File: src/rtl/disaster_pkg.sv
// Shared definitions for the disaster-detector front end.
// Holds channel indices, the 2-bit level type and the encoder FSM states.
package disaster_pkg;

  localparam logic [1:0] CH_RAIN  = 2'd0;
  localparam logic [1:0] CH_SEIS  = 2'd1;
  localparam logic [1:0] CH_WIND  = 2'd2;
  localparam logic [1:0] CH_LEVEL = 2'd3;

  typedef logic [1:0] level_t;

  typedef enum logic [1:0] {
    ST_IDLE    = 2'd0,
    ST_SAMPLE  = 2'd1,
    ST_QUANT   = 2'd2,
    ST_PUBLISH = 2'd3
  } state_t;

endpackage

File: src/rtl/level_quantizer.sv
// Combinational 0..3 level quantizer with falling hysteresis.
// Rising edges use TH1..TH3 directly; falling edges use TH-HYST clamped at zero.
module level_quantizer
  import disaster_pkg::*;
#(
  parameter int TH1  = 64,
  parameter int TH2  = 128,
  parameter int TH3  = 192,
  parameter int HYST = 8
) (
  input  logic [7:0] avg,
  input  level_t     level_cur,
  output level_t     level_new
);

  localparam int DN1 = (TH1 > HYST) ? TH1 - HYST : 0;
  localparam int DN2 = (TH2 > HYST) ? TH2 - HYST : 0;
  localparam int DN3 = (TH3 > HYST) ? TH3 - HYST : 0;

  logic [31:0] avg_w;
  level_t      up;
  level_t      down;
  level_t      held;

  assign avg_w = 32'(avg);

  // A level is kept while avg stays above the lowered thresholds, never below the rising count.
  always_comb begin
    up   = 2'(avg_w >= 32'(TH1)) + 2'(avg_w >= 32'(TH2)) + 2'(avg_w >= 32'(TH3));
    down = 2'(avg_w >= 32'(DN1)) + 2'(avg_w >= 32'(DN2)) + 2'(avg_w >= 32'(DN3));
    held = (level_cur < down) ? level_cur : down;
    level_new = (up > held) ? up : held;
  end

endmodule

File: src/rtl/sensor_level_encoder.sv
// Scans rain/seismic/wind/water-level over req/ack, averages and quantizes each to 0..3.
// Optional ack watchdog with per-channel fault flags: define SENSOR_TIMEOUT_EN.
module sensor_level_encoder
  import disaster_pkg::*;
#(
  parameter int AVG_LOG2    = 2,
  parameter int TH1         = 64,
  parameter int TH2         = 128,
  parameter int TH3         = 192,
  parameter int HYST        = 8
`ifdef SENSOR_TIMEOUT_EN
  ,
  parameter int TIMEOUT_CYC = 16
`endif
) (
  input  logic       clk,
  input  logic       rst_n,
  input  logic       enable,
  output logic       adc_req,
  output logic [1:0] adc_sel,
  input  logic       adc_ack,
  input  logic [7:0] adc_data,
  output logic       r1,
  output logic       r0,
  output logic       s1,
  output logic       s0,
  output logic       w1,
  output logic       w0,
  output logic       l1,
  output logic       l0,
  output logic       levels_valid,
  output logic       scan_busy,
  output logic [3:0] sensor_fault
);

  localparam int NSAMP = 1 << AVG_LOG2;
  localparam int ACC_W = 8 + AVG_LOG2;
  localparam int CNT_W = AVG_LOG2 + 1;

  state_t           state;
  state_t           state_next;
  logic [1:0]       ch;
  logic [CNT_W-1:0] cnt;
  logic [ACC_W-1:0] acc;
  level_t [3:0]     lvl;
  level_t           lvl_new;
  logic [7:0]       avg;
  logic [7:0]       pub;
  logic             capture;
  logic             last_capture;
  logic             timeout;
  logic             skip;

  assign capture      = (state == ST_SAMPLE) && adc_ack;
  assign last_capture = capture && (cnt == CNT_W'(NSAMP - 1));
  assign avg          = 8'(acc >> AVG_LOG2);

  assign adc_req      = (state == ST_SAMPLE);
  assign adc_sel      = ch;
  assign levels_valid = (state == ST_PUBLISH);
  assign scan_busy    = (state != ST_IDLE);
  assign {r1, r0, s1, s0, w1, w0, l1, l0} = pub;

  level_quantizer #(
    .TH1  (TH1),
    .TH2  (TH2),
    .TH3  (TH3),
    .HYST (HYST)
  ) u_quant (
    .avg       (avg),
    .level_cur (lvl[ch]),
    .level_new (lvl_new)
  );

  always_ff @(posedge clk or negedge rst_n) begin
    if (!rst_n) state <= ST_IDLE;
    else        state <= state_next;
  end

  always_comb begin
    state_next = state;
    case (state)
      ST_IDLE:    if (enable) state_next = ST_SAMPLE;
      ST_SAMPLE:  if (last_capture || timeout) state_next = ST_QUANT;
      ST_QUANT:   state_next = (ch == CH_LEVEL) ? ST_PUBLISH : ST_SAMPLE;
      ST_PUBLISH: state_next = enable ? ST_SAMPLE : ST_IDLE;
      default:    state_next = ST_IDLE;
    endcase
  end

  // Published levels load on entry to PUBLISH so they appear alongside levels_valid.
  always_ff @(posedge clk or negedge rst_n) begin
    if (!rst_n) begin
      ch  <= CH_RAIN;
      cnt <= '0;
      acc <= '0;
      lvl <= '0;
      pub <= '0;
    end else begin
      case (state)
        ST_IDLE: ch <= CH_RAIN;
        ST_SAMPLE: begin
          if (capture) begin
            acc <= acc + ACC_W'(adc_data);
            cnt <= cnt + CNT_W'(1);
          end
        end
        ST_QUANT: begin
          acc <= '0;
          cnt <= '0;
          ch  <= ch + 2'd1;
          if (!skip) lvl[ch] <= lvl_new;
          if (ch == CH_LEVEL)
            pub <= {lvl[CH_RAIN], lvl[CH_SEIS], lvl[CH_WIND], skip ? lvl[CH_LEVEL] : lvl_new};
        end
        default: ;
      endcase
    end
  end

`ifdef SENSOR_TIMEOUT_EN
  localparam int WD_W = $clog2(TIMEOUT_CYC + 1);

  logic [WD_W-1:0] wdog;
  logic [3:0]      fault;

  // An ack on the expiry cycle wins; only a silent final cycle counts as a timeout.
  assign timeout      = (state == ST_SAMPLE) && !adc_ack && (wdog == WD_W'(TIMEOUT_CYC - 1));
  assign sensor_fault = fault;

  always_ff @(posedge clk or negedge rst_n) begin
    if (!rst_n) begin
      wdog  <= '0;
      skip  <= 1'b0;
      fault <= '0;
    end else begin
      if (state == ST_SAMPLE) begin
        if (adc_ack) begin
          wdog <= '0;
        end else if (timeout) begin
          wdog      <= '0;
          skip      <= 1'b1;
          fault[ch] <= 1'b1;
        end else begin
          wdog <= wdog + WD_W'(1);
        end
      end else begin
        wdog <= '0;
      end
      if (state == ST_QUANT) begin
        skip <= 1'b0;
        if (!skip) fault[ch] <= 1'b0;
      end
    end
  end
`else
  assign timeout      = 1'b0;
  assign skip         = 1'b0;
  assign sensor_fault = 4'b0;
`endif

endmodule

File: config.mk
export PLATFORM = sky130hd
export DESIGN_NAME = sensor_level_encoder
export DESIGN_NICKNAME = d
export VERILOG_FILES = /design/src/rtl/disaster_pkg.sv /design/src/rtl/level_quantizer.sv /design/src/rtl/sensor_level_encoder.sv
export SDC_FILE = /design/constraint.sdc
export NUM_CORES = 1
export LEC_CHECK = 0
export CORE_MARGIN = 1.5
export CORE_UTILIZATION = 30
export DETAILED_ROUTE_END_ITERATION = 7
export GPL_TIMING_DRIVEN = 0
export SLEW_MARGIN = 20
export SYNTH_ARGS = -nofsm -noshare
export SYNTH_HDL_FRONTEND = slang
export SYNTH_SLANG_ARGS = --single-unit
File: constraint.sdc
create_clock -name clk -period 8.7 [get_ports clk]
set_clock_uncertainty 0.05 [all_clocks]
set_input_delay 1.74 -clock clk [delete_from_list [all_inputs] [get_ports clk]]
set_output_delay 1.74 -clock clk [all_outputs]
set_load 0.005 [all_outputs]
==> results of run 1 <==
routing by layer:
layer  share of wire (%)  wire [um]  vias up
met1                  50       1920      681
met5                   0          0        -
met2                  46       1770       22
met4                0.31         12        0
li1                    -          -      778
met3                 3.3        127        2
Yosys cell counts, types with 2 or more instances:
cell	instances	share of area, %
a211oi_1	2	0.74
a21o_1	5	1.8
a21oi_1	8	2.0
a31oi_1	2	0.61
and2_1	3	0.92
buf_2	2	0.49
buf_4	6	2.2
dfrtp_1	31	38
fa_1	2	2.0
ha_1	24	15
inv_1	11	2.0
mux2_2	6	3.3
mux2i_1	2	0.98
nand2_1	28	5.2
nand2b_1	2	0.61
nand3_1	12	3.0
nor2_1	10	1.8
nor3_1	3	0.74
nor3b_1	2	0.74
nor4b_1	2	0.86
o21ai_0	16	3.9
o21ai_2	4	1.7
xnor2_1	2	0.86
xor2_1	2	0.86
kinds of logic (layout without fill, tap and decap cells):
kind of cell | Yosys count | after routing | synth area share, %
other cells | 1 | 4 | 0.184
fa+ha+maj | 26 | 26 | 16.7
mux | 11 | 11 | 7.81
simple gates | 69 | 69 | 16.5
buf+inv | 21 | 53 | 5.47
compound gates | 44 | 44 | 13.5
xor+xnor | 4 | 4 | 1.72
flops | 31 | 31 | 38.1
how the worst max path moves through the flow:
stage,to,slack [ns],depth (start not counted)
2_1_floorplan,acc[8],5.41,7
3_3_place_gp,acc[8],4.81,8
3_5_place_dp,acc[6],4.82,8
4_1_cts,acc[6],5.11,8
5_1_grt,acc[8],4.96,8
6_report,acc[6],5.07,8
layout by cell type, fill, tap and decap left out, drive strengths merged, types with 9 or more instances in the layout:
cell type      Yosys  final
nor2              11     11
dfrtp             31     31
clkdlybuf4s50      0     23
o21ai             20     20
nand3             12     12
ha                24     24
nand2             28     28
inv               11     11
buf                9     10
a21oi              9      9
flip-flops by register name, summed over array words and instances, names as in the netlist:
register and count:
acc 10, pub 6, state 2, cnt 3
adc_sel 2, lvl 8
power by group through the flow:
stage	logic [mW]	registers [mW]	clock network, mW
detailed placement	0.482	0.239	0
floorplan	0.385	0.225	0
finish	0.480	0.236	0.109
CTS	0.487	0.237	0.112
global route	0.552	0.245	0.119
global placement	0.474	0.238	0
critical path, cell delays in order:
cell and delay [ns]:
clkdlybuf4s50_1 0.40, ha_1 0.22, fa_1 0.43, a211oi_1 0.30, o21bai_1 0.14, a21oi_1 0.25
xor2_1 0.17, o21ai_0 0.08
metrics by stage:
| stage | setup WS [ns] | instance area [sq um] | hold slack, ns | total power, mW | cells |
|---|---|---|---|---|---|
| after detailed placement | 4.82 | 2380 | 0.441 | 0.721 | 311 |
| final | 5.07 | 2460 | 0.454 | 0.824 | 319 |
| after floorplan | 5.41 | 2050 | 0.409 | 0.610 | 210 |
| after CTS | 5.11 | 2460 | 0.459 | 0.835 | 319 |
| after global placement | 4.81 | 2380 | 0.436 | 0.712 | 311 |
| after global routing | 4.96 | 2460 | 0.470 | 0.916 | 319 |
cell type report:
| cell class | instances | area share [%] |
|---|---|---|
| sequential | 31 | 31.5 |
| clock inverter | 3 | 0.610 |
| timing repair buffer | 24 | 9.56 |
| tap | 77 | 3.91 |
| multi-input combinational | 158 | 47.1 |
| clock buffer | 5 | 2.80 |
| buffer | 10 | 2.85 |
| inverter | 11 | 1.68 |
==> summary.md, run 1 <==
| Metric | Value |
|---|---|
| Vias per cell | 4.65 |
| Global Route Usage Sum | 11.7% |
| DRT iter0 DRCs | 68 |
| CTS Sinks | 31 |
| Register bit total from synthesis | 31 |
| Hold Violations, Final | 0 |
| Die X | 85.4 um |
| Status | finished, violations left |
| Hold Startpoint | lvl[3] |
| Clk pwr share | 13.2% |
| Vias in the first global route | 1503 |
| Min Clock Period, post-route | 3.63 ns |
| Period utilization | 41.7% |
| Gate power share | 58.2% |
| CP Launch Type | input port |
| Internal | 0.468 mW |
| Total negative slack | 0 ns |
| Core footprint | 6460 sq um |
| Hold-fix buffers, CTS | 0 |
| Post-CTS Setup Bufs | 0 |
| WHS Path Cells | 2 |
| Flop2flop setup slack | 5.42 ns |
| Antenna-violating nets left | 0 |
| Die Footprint | 7280 sq um |
| Min-Delay Path Class | register to register |
| Register area | 776 sq um |
| Peak supply drop | 0.138 mV |
| Worst setup EP type | register |
| CTS-repair resized insts | 0 |
| Gate Count Post-Synth | 207 |
| Crit-path max FO | 3 |
| Nets@finish | 279 |
| RR Endpoint | lvl[4] |
| IO Port Bufs | 24 |
| Max Root-Sink Buffers | 2 |
| Met2 Use GR | 18.8% |
| Initial core utilization | 31.5% |
| Largest net degree at the start of global routing | 32 |
| Final setup viols | 0 |
| CP Launch Point | adc_data[0] |
| M3 GR Usage | 2.92% |
| Sw frac | 43.2% |
| Initial antenna violation count | 0 |
| Clock Latency Late Sink | 0.28 ns |
| Multi-input logic area | 1160 sq um |
| Fillers | 648 |
| MaxCap Viol Count | 0 |
| Grt ovf | 0 |
| Clk root buf | clkbuf_8 |
| P&R area growth vs syn | 21.0% |
| CP arrival | 3.74 ns |
| Clk slew on worst S/H paths | 0.07 ns |
| Violated checks | DRC |
| Mapped Area | 2030 sq um |
| Ys Warns | 0 |
| Pin slew with the least headroom to its limit | 0.706 ns |
| Main flop type after synthesis | dfrtp_1 |
| Antenna cell count | 0 |
| Worst R2R Start | acc[2] |
| Layout cell share with drive strength beyond 1 | 14.0% |
| Post-DP HPWL | 2.87 mm |
| RSZ-0062 raised after global routing | false |
| Total Wirelength | 3.83 mm |
| Syn_area_per_cell | 9.83 sq um |
| Met1 Usage GRT | 16.1% |
| Lkg Pwr | 1.17 nW |
| CTS H-tree lvls | 2 |
| Drt drc | 2 |
| Io pins | 29 |
| Slew HR | 52.9% |
| Row count | 29 |
| Vias | 1483 |
| Reg2Reg Depth | 13 |
| Net Sw Power | 0.356 mW |
| P per Cell Area | 335 nW/um^2 |
| Post-synth EDFFs | 0 |
| Synth unique cells | 44 |
| Hold EP | lvl[3] |
| Finished Core Util | 38.1% |
| Most Crowded Layer GR | met2 |
| Inserted Clock Buffers | 5 |
| CTS tree | done |
| Synth async-reset ratio | 100% |
| Sequential-to-total area share from yosys stat | 38.1% |
| Sequential share of power | 28.6% |
| Router iterations before antenna repair | 6 |
| CP Class | input port to register |
| Wire per inst | 12.0 um |
| Number of slew-limit violations in the final report | 0 |
| Critical Path RT | 8.81 ns |
| GPL Wtd Cong | 0.757 |
| First-pass GRT wire length | 6.87 mm |
| FMAX | 276 MHz |
| Die Y | 85.4 um |
Power figures use the tool's default switching activity.
==> run 2: changes to the inputs <==
- clock period: 8.7 -> 3.4 ns (I/O delays scaled with it)
==> run 2 against run 1 <==
Net effect: the run still ends with DRC left; global-route usage did not move; sequential power rose to 2.6 times the previous value; register-to-register slack got worse by 5.2 ns; sequential share of layout area is 0.064 points lower; total power rose to 2.6 times the previous value; non-clock buffer count did not move; critical endpoint is now lvl[4]; largest cell class unchanged; highest routed layer unchanged.
==> summary.md, run 2 (synthesized netlist as in run 1, its figures left out) <==
| Metric | Value |
|---|---|
| Post-CTS Setup Bufs | 0 (unchanged) |
| Max reg flops | 10 (unchanged) |
| P per Cell Area | 857 nW/um^2 (+160%) |
| Most common cell after layout, fill and taps aside | dfrtp_1 |
| Placed inst area | 2380 sq um (unchanged) |
| Violated checks | DRC |
| CTS-repair resized insts | 0 (unchanged) |
| CTS Sinks | 31 (unchanged) |
| Min Clock Period, post-route | 3.19 ns |
| Layout cell share with drive strength beyond 1 | 14.5% (+0.41 points) |
| CP Launch Point | acc[8] |
| CP Cell Sequence | inv_1 -> ha_1 -> a31oi_1 -> nor2_1 -> nor2_1 -> fa_1 -> ha_1 -> nand2b_1 -> a21oi_2 -> ha_1 -> nor2_1 -> o22ai_1 -> mux2i_4 -> o21ai_2 |
| Min-Delay Path Class | input port to asynchronous set/reset pin |
| P&R area growth vs syn | 21.2% |
| Grt ovf | 0 (unchanged) |
| Slew HR | 53.2% (+0.29 points) |
| Die Y | 85.4 um (unchanged) |
| Io pins | 29 (unchanged) |
| CTS tree | done |
| CP endpoint | lvl[4] |
| Flop2flop setup slack | 0.21 ns (-5.21 ns) |
| First-pass GRT wire length | 6.87 mm (unchanged) |
| Top reg by flops | acc |
| Inserted Clock Buffers | 5 (unchanged) |
| Post-DP HPWL | 2.87 mm (unchanged) |
| Initial antenna violation count | 0 (unchanged) |
| Top flop regs | acc (10), lvl (8), pub (6) |
| Tot Pwr | 2.11 mW (+160%) |
| Max Root-Sink Buffers | 2 (unchanged) |
| Vias in the first global route | 1503 (unchanged) |
| Row count | 29 (unchanged) |
| Hold Violations, Final | 0 (unchanged) |
| Hold-fix buffers, CTS | 0 (unchanged) |
| Router iterations before antenna repair | 6 (unchanged) |
| Pin slew with the least headroom to its limit | 0.701 ns (-0.00431 ns) |
| CP Class | register to register |
| Design Area, Final | 2470 sq um (+0.20%) |
| Worst setup EP type | register |
| Drt drc | 2 (unchanged) |
| Crit-path max FO | 6 (+3) |
| Period utilization | 93.9% |
| Top delay family on crit path | adder cells |
| Lkg Pwr | 1.17 nW (+0.10%) |
| Clk slew on worst S/H paths | 0.07 ns (about the same) |
| Antenna cell count | 0 (unchanged) |
| Vias | 1481 (-0.13%) |
| WP depth | 14 (+6) |
| RR Endpoint | lvl[4] |
| Worst Path Buf+Inv | 1 (unchanged) |
| Max incr delay on CP | 0.45 ns (+0.02 ns) |
| DRT iter0 DRCs | 65 (-4.4%) |
| Clk root buf | clkbuf_8 |
| Nets@finish | 279 (unchanged) |
| Status | finished, violations left |
| Final setup viols | 0 (unchanged) |
| Most frequent cells in the layout | dfrtp_1, nand2_1, ha_1 |
| CP arrival | 3.30 ns (-0.44 ns) |
| Reg2Reg Depth | 14 (+1) |
| CTS H-tree lvls | 2 (unchanged) |
| Final WS setup | 0.208 ns (-4.86 ns) |
| Total Wirelength | 3.82 mm (about the same) |
| Number of slew-limit violations in the final report | 0 (unchanged) |
| IO Port Bufs | 24 (unchanged) |
| Worst R2R Start | acc[8] |
| Die Footprint | 7280 sq um (unchanged) |
| Antenna-violating nets left | 0 (unchanged) |
| Fillers | 648 (unchanged) |
| Critical Path RT | 3.51 ns (-5.30 ns) |
| GPL Wtd Cong | 0.757 (unchanged) |
| Peak supply drop | 0.358 mV (+160%) |
| Vias per cell | 4.64 (-0.13%) |
| Total negative slack | 0 ns (unchanged) |
| MaxCap Viol Count | 0 (unchanged) |
| Wire per inst | 12.0 um (about the same) |
| Clock Latency Late Sink | 0.28 ns (about the same) |
| RSZ-0062 raised after global routing | false |
| Die X | 85.4 um (unchanged) |
| FMAX | 313 MHz |
| Core footprint | 6460 sq um (unchanged) |
| Slowest-stage cell, CP | fa_1 |
| Largest net degree at the start of global routing | 32 (unchanged) |
| Worst slack at placement | 0.105 ns (-4.72 ns) |
| Global Route Usage Sum | 11.7% (unchanged) |
| CP Launch Type | register |
| Initial core utilization | 31.5% (unchanged) |
[run 2: changes by cell type in the layout (fill, tap and decap cells not counted)]
cell    previous run  this run
nor3_1             3         2
nor3_2             0         1
[run 2: layout make-up]
cell class,instances,area [sq um],share of cell area (%)
Tap cell,77,96.3,3.91
Clock buffer,5,68.8,2.79
Buffer,10,70.1,2.84
Sequential cell,31,776,31.5
Timing Repair Buffer,24,235,9.54
Multi-Input combinational cell,158,1160,47.2
Inverter,11,41.3,1.67
Clock inverter,3,15.0,0.609
[run 2: through the flow]
| stage | utilization, % | instances | hold WS (ns) |
|---|---|---|---|
| floorplan | - | 210 | 0.334 |
| global placement | 36.9 | 311 | 0.436 |
| detailed placement | 36.8 | 311 | 0.441 |
| CTS | 38.1 | 319 | 0.426 |
| global route | 38.2 | 319 | 0.460 |
| finish | 38.2 | 319 | 0.397 |
[run 2: worst min-delay path by stage]
stage,from,endpoint,slack [ns],cells past startpoint
floorplan,rst_n,acc[0],0.33,0
global placement,cnt[2],cnt[2],0.44,2
detailed placement,cnt[1],cnt[1],0.44,2
CTS,rst_n,pub[7],0.43,1
global route,rst_n,pub[7],0.46,1
finish,rst_n,pub[7],0.40,1
[run 2: report_power, final]
part,switching [mW],internal [mW],leakage (nW)
Clock,0.138,0.140,0.0477
Sequential,0.126,0.481,0.400
Combinational,0.650,0.578,0.722
[run 2: per-layer routing]
| metal | global-route usage (%) | wire, um | vias up |
|---|---|---|---|
| met5 | 0 | 0 | - |
| met4 | 2.20 | 12 | 0 |
| met3 | 2.92 | 127 | 2 |
| met2 | 18.8 | 1780 | 22 |
| met1 | 16.1 | 1910 | 679 |
| li1 | - | - | 778 |
==> RTL edit, RTL diff (settings of run 2) <==
Re-encode `state_t` (4 states) as one-hot, 4 bits wide.
--- a/src/rtl/disaster_pkg.sv
+++ b/src/rtl/disaster_pkg.sv
@@ -9,11 +9,11 @@
 
   typedef logic [1:0] level_t;
 
-  typedef enum logic [1:0] {
-    ST_IDLE    = 2'd0,
-    ST_SAMPLE  = 2'd1,
-    ST_QUANT   = 2'd2,
-    ST_PUBLISH = 2'd3
+  typedef enum logic [3:0] {
+    ST_IDLE    = 4'b0001,
+    ST_SAMPLE  = 4'b0010,
+    ST_QUANT   = 4'b0100,
+    ST_PUBLISH = 4'b1000
   } state_t;
 
 endpackage
Formal check against the unedited RTL: no difference found for any inputs over 10 cycles, from zero or initial values and one cycle with rst_n low; not proved beyond that.
==> RTL edit against run 2 <==
Setup slack gained 140 ps; wire length grew 1.9%; total power shrank 19%; sequential cell count grew 2; design area grew 5.0%; non-clock buffer count grew 1; area after synthesis grew 3.8%; worst hold slack lost 260 ps; critical endpoint is now lvl[0]; largest power group unchanged.
==> RTL edit: results (changes against run 2) <==
drive_gt1_share_pct: 12.4  # was 14.5%
fin_nets: 287  # was 279
peakVddDrop_mv: 0.286  # was 0.358 mV
yosys-top-cells-count: "32 x dfrtp_1, 24 x ha_1, 16 x o21ai_0"  # was 31 x dfrtp_1, 28 x nand2_1, 24 x ha_1
yosys.area_share.adder_pct: 16.1  # was 16.7%
route.detailed.drc: 0  # was 2
grt_first_pass_wirelength_um: 6780  # was 6870 µm
dp_slack_ps: 188  # was 105 ps
reg2reg_from: "acc[2]"  # was acc[8]
grtUsageMet2_pct: 18.0  # was 18.8%
grt_util_met3_pct: 2.56  # was 2.92%
synth.distinct_cells: 43  # was 44
synth_seq_area_share_pct: 39.2  # was 38.1%
met3_length_um: 184  # was 127 µm
gp_congestion: 0.784  # was 0.757
postSynthAreaPerCell_um2: 9.87  # was 9.83 µm²
wl_um: 3900  # was 3820 µm
first_global_vias: 1493  # was 1,503
total_leakage_power_uw: 0.00117  # about the same
reg.largest.list: "acc: 10 flops, pub: 8 flops, lvl: 6 flops"  # was acc: 10 flops, lvl: 8 flops, pub: 6 flops
grtUsageMet1_pct: 15.0  # was 16.1%
muxShareOfSynthArea_pct: 5.81  # was 7.81%
p_sw_uw: 680  # was 915 µW
place_area_mm2: 0.00250  # was 0.00238 mm²
timing.hold.ws_ps: 136  # was 397 ps
route.met2.wl_um: 1750  # was 1780 µm
vias: 1595  # was 1,481
r2r_end: "lvl[0]"  # was lvl[4]
pwr-share-comb_pct: 48.8  # was 58.1%
dp_hpwl_um: 3050  # was 2870 µm
grt_start_max_net_pins: 33  # was 32
status: "finished clean"  # was complete, but fails checks
final_cells: 346  # was 319
cp_max_fo: 4  # was 6
cp.arrival_ps: 3160  # was 3300 ps
synth_xor_area_share_pct: 2.07  # was 1.72%
dr.pass1.iters: 4  # was 6
initialDrtViolationCount: 31  # was 65
pwr-share-seq_pct: 35.0  # was 28.7%
rrSetupSlack_ps: 340  # was 210 ps
synth_area_leaders: "dfrtp_1 38%, ha_1 14%, o21ai_0 3.8%"  # was dfrtp_1 38%, ha_1 15%, nand2_1 5.2%
intPower_uw: 1030  # was 1200 µW
reg2reg_depth: 13  # was 14
synth_compound_area_share_pct: 15.9  # was 13.5%
dp.cells: 338  # was 311
m1WireLength_um: 1900  # was 1910 µm
## RTL edit: cell types whose count changed in the layout (fill, tap and decap cells not counted), sizes merged, moves of 2 or more
cell and delta:
nand2 -14, a31oi +8, a21oi +6, clkbuf +4, o21ai -4, a21o -3, clkinv -3, inv +3
nor2 +3, o21a +3, and3 +2, mux2i -2, nor3b -2
## RTL edit: cell type report
class / instances / area [µm²]
flip-flops and latches: 33 / 828
well taps: 96 / 120
inverters: 14 / 52.6
plain buffers: 10 / 60.1
fillers: 695 / 4210
clock buffers: 8 / 80.1
multi-input cells: 160 / 1190
repair buffers: 25 / 255
## RTL edit: worst max-delay path by stage
stage / start / to / slack (ps) / cells after the start
4_1_cts: acc[2] / lvl[0] / 170 / 14
3_5_place_dp: acc[2] / lvl[0] / 190 / 14
3_3_place_gp: acc[2] / lvl[0] / 240 / 14
6_report: acc[2] / lvl[0] / 340 / 13
5_1_grt: acc[2] / lvl[0] / 8 / 13
2_1_floorplan: acc[2] / lvl[0] / 610 / 14
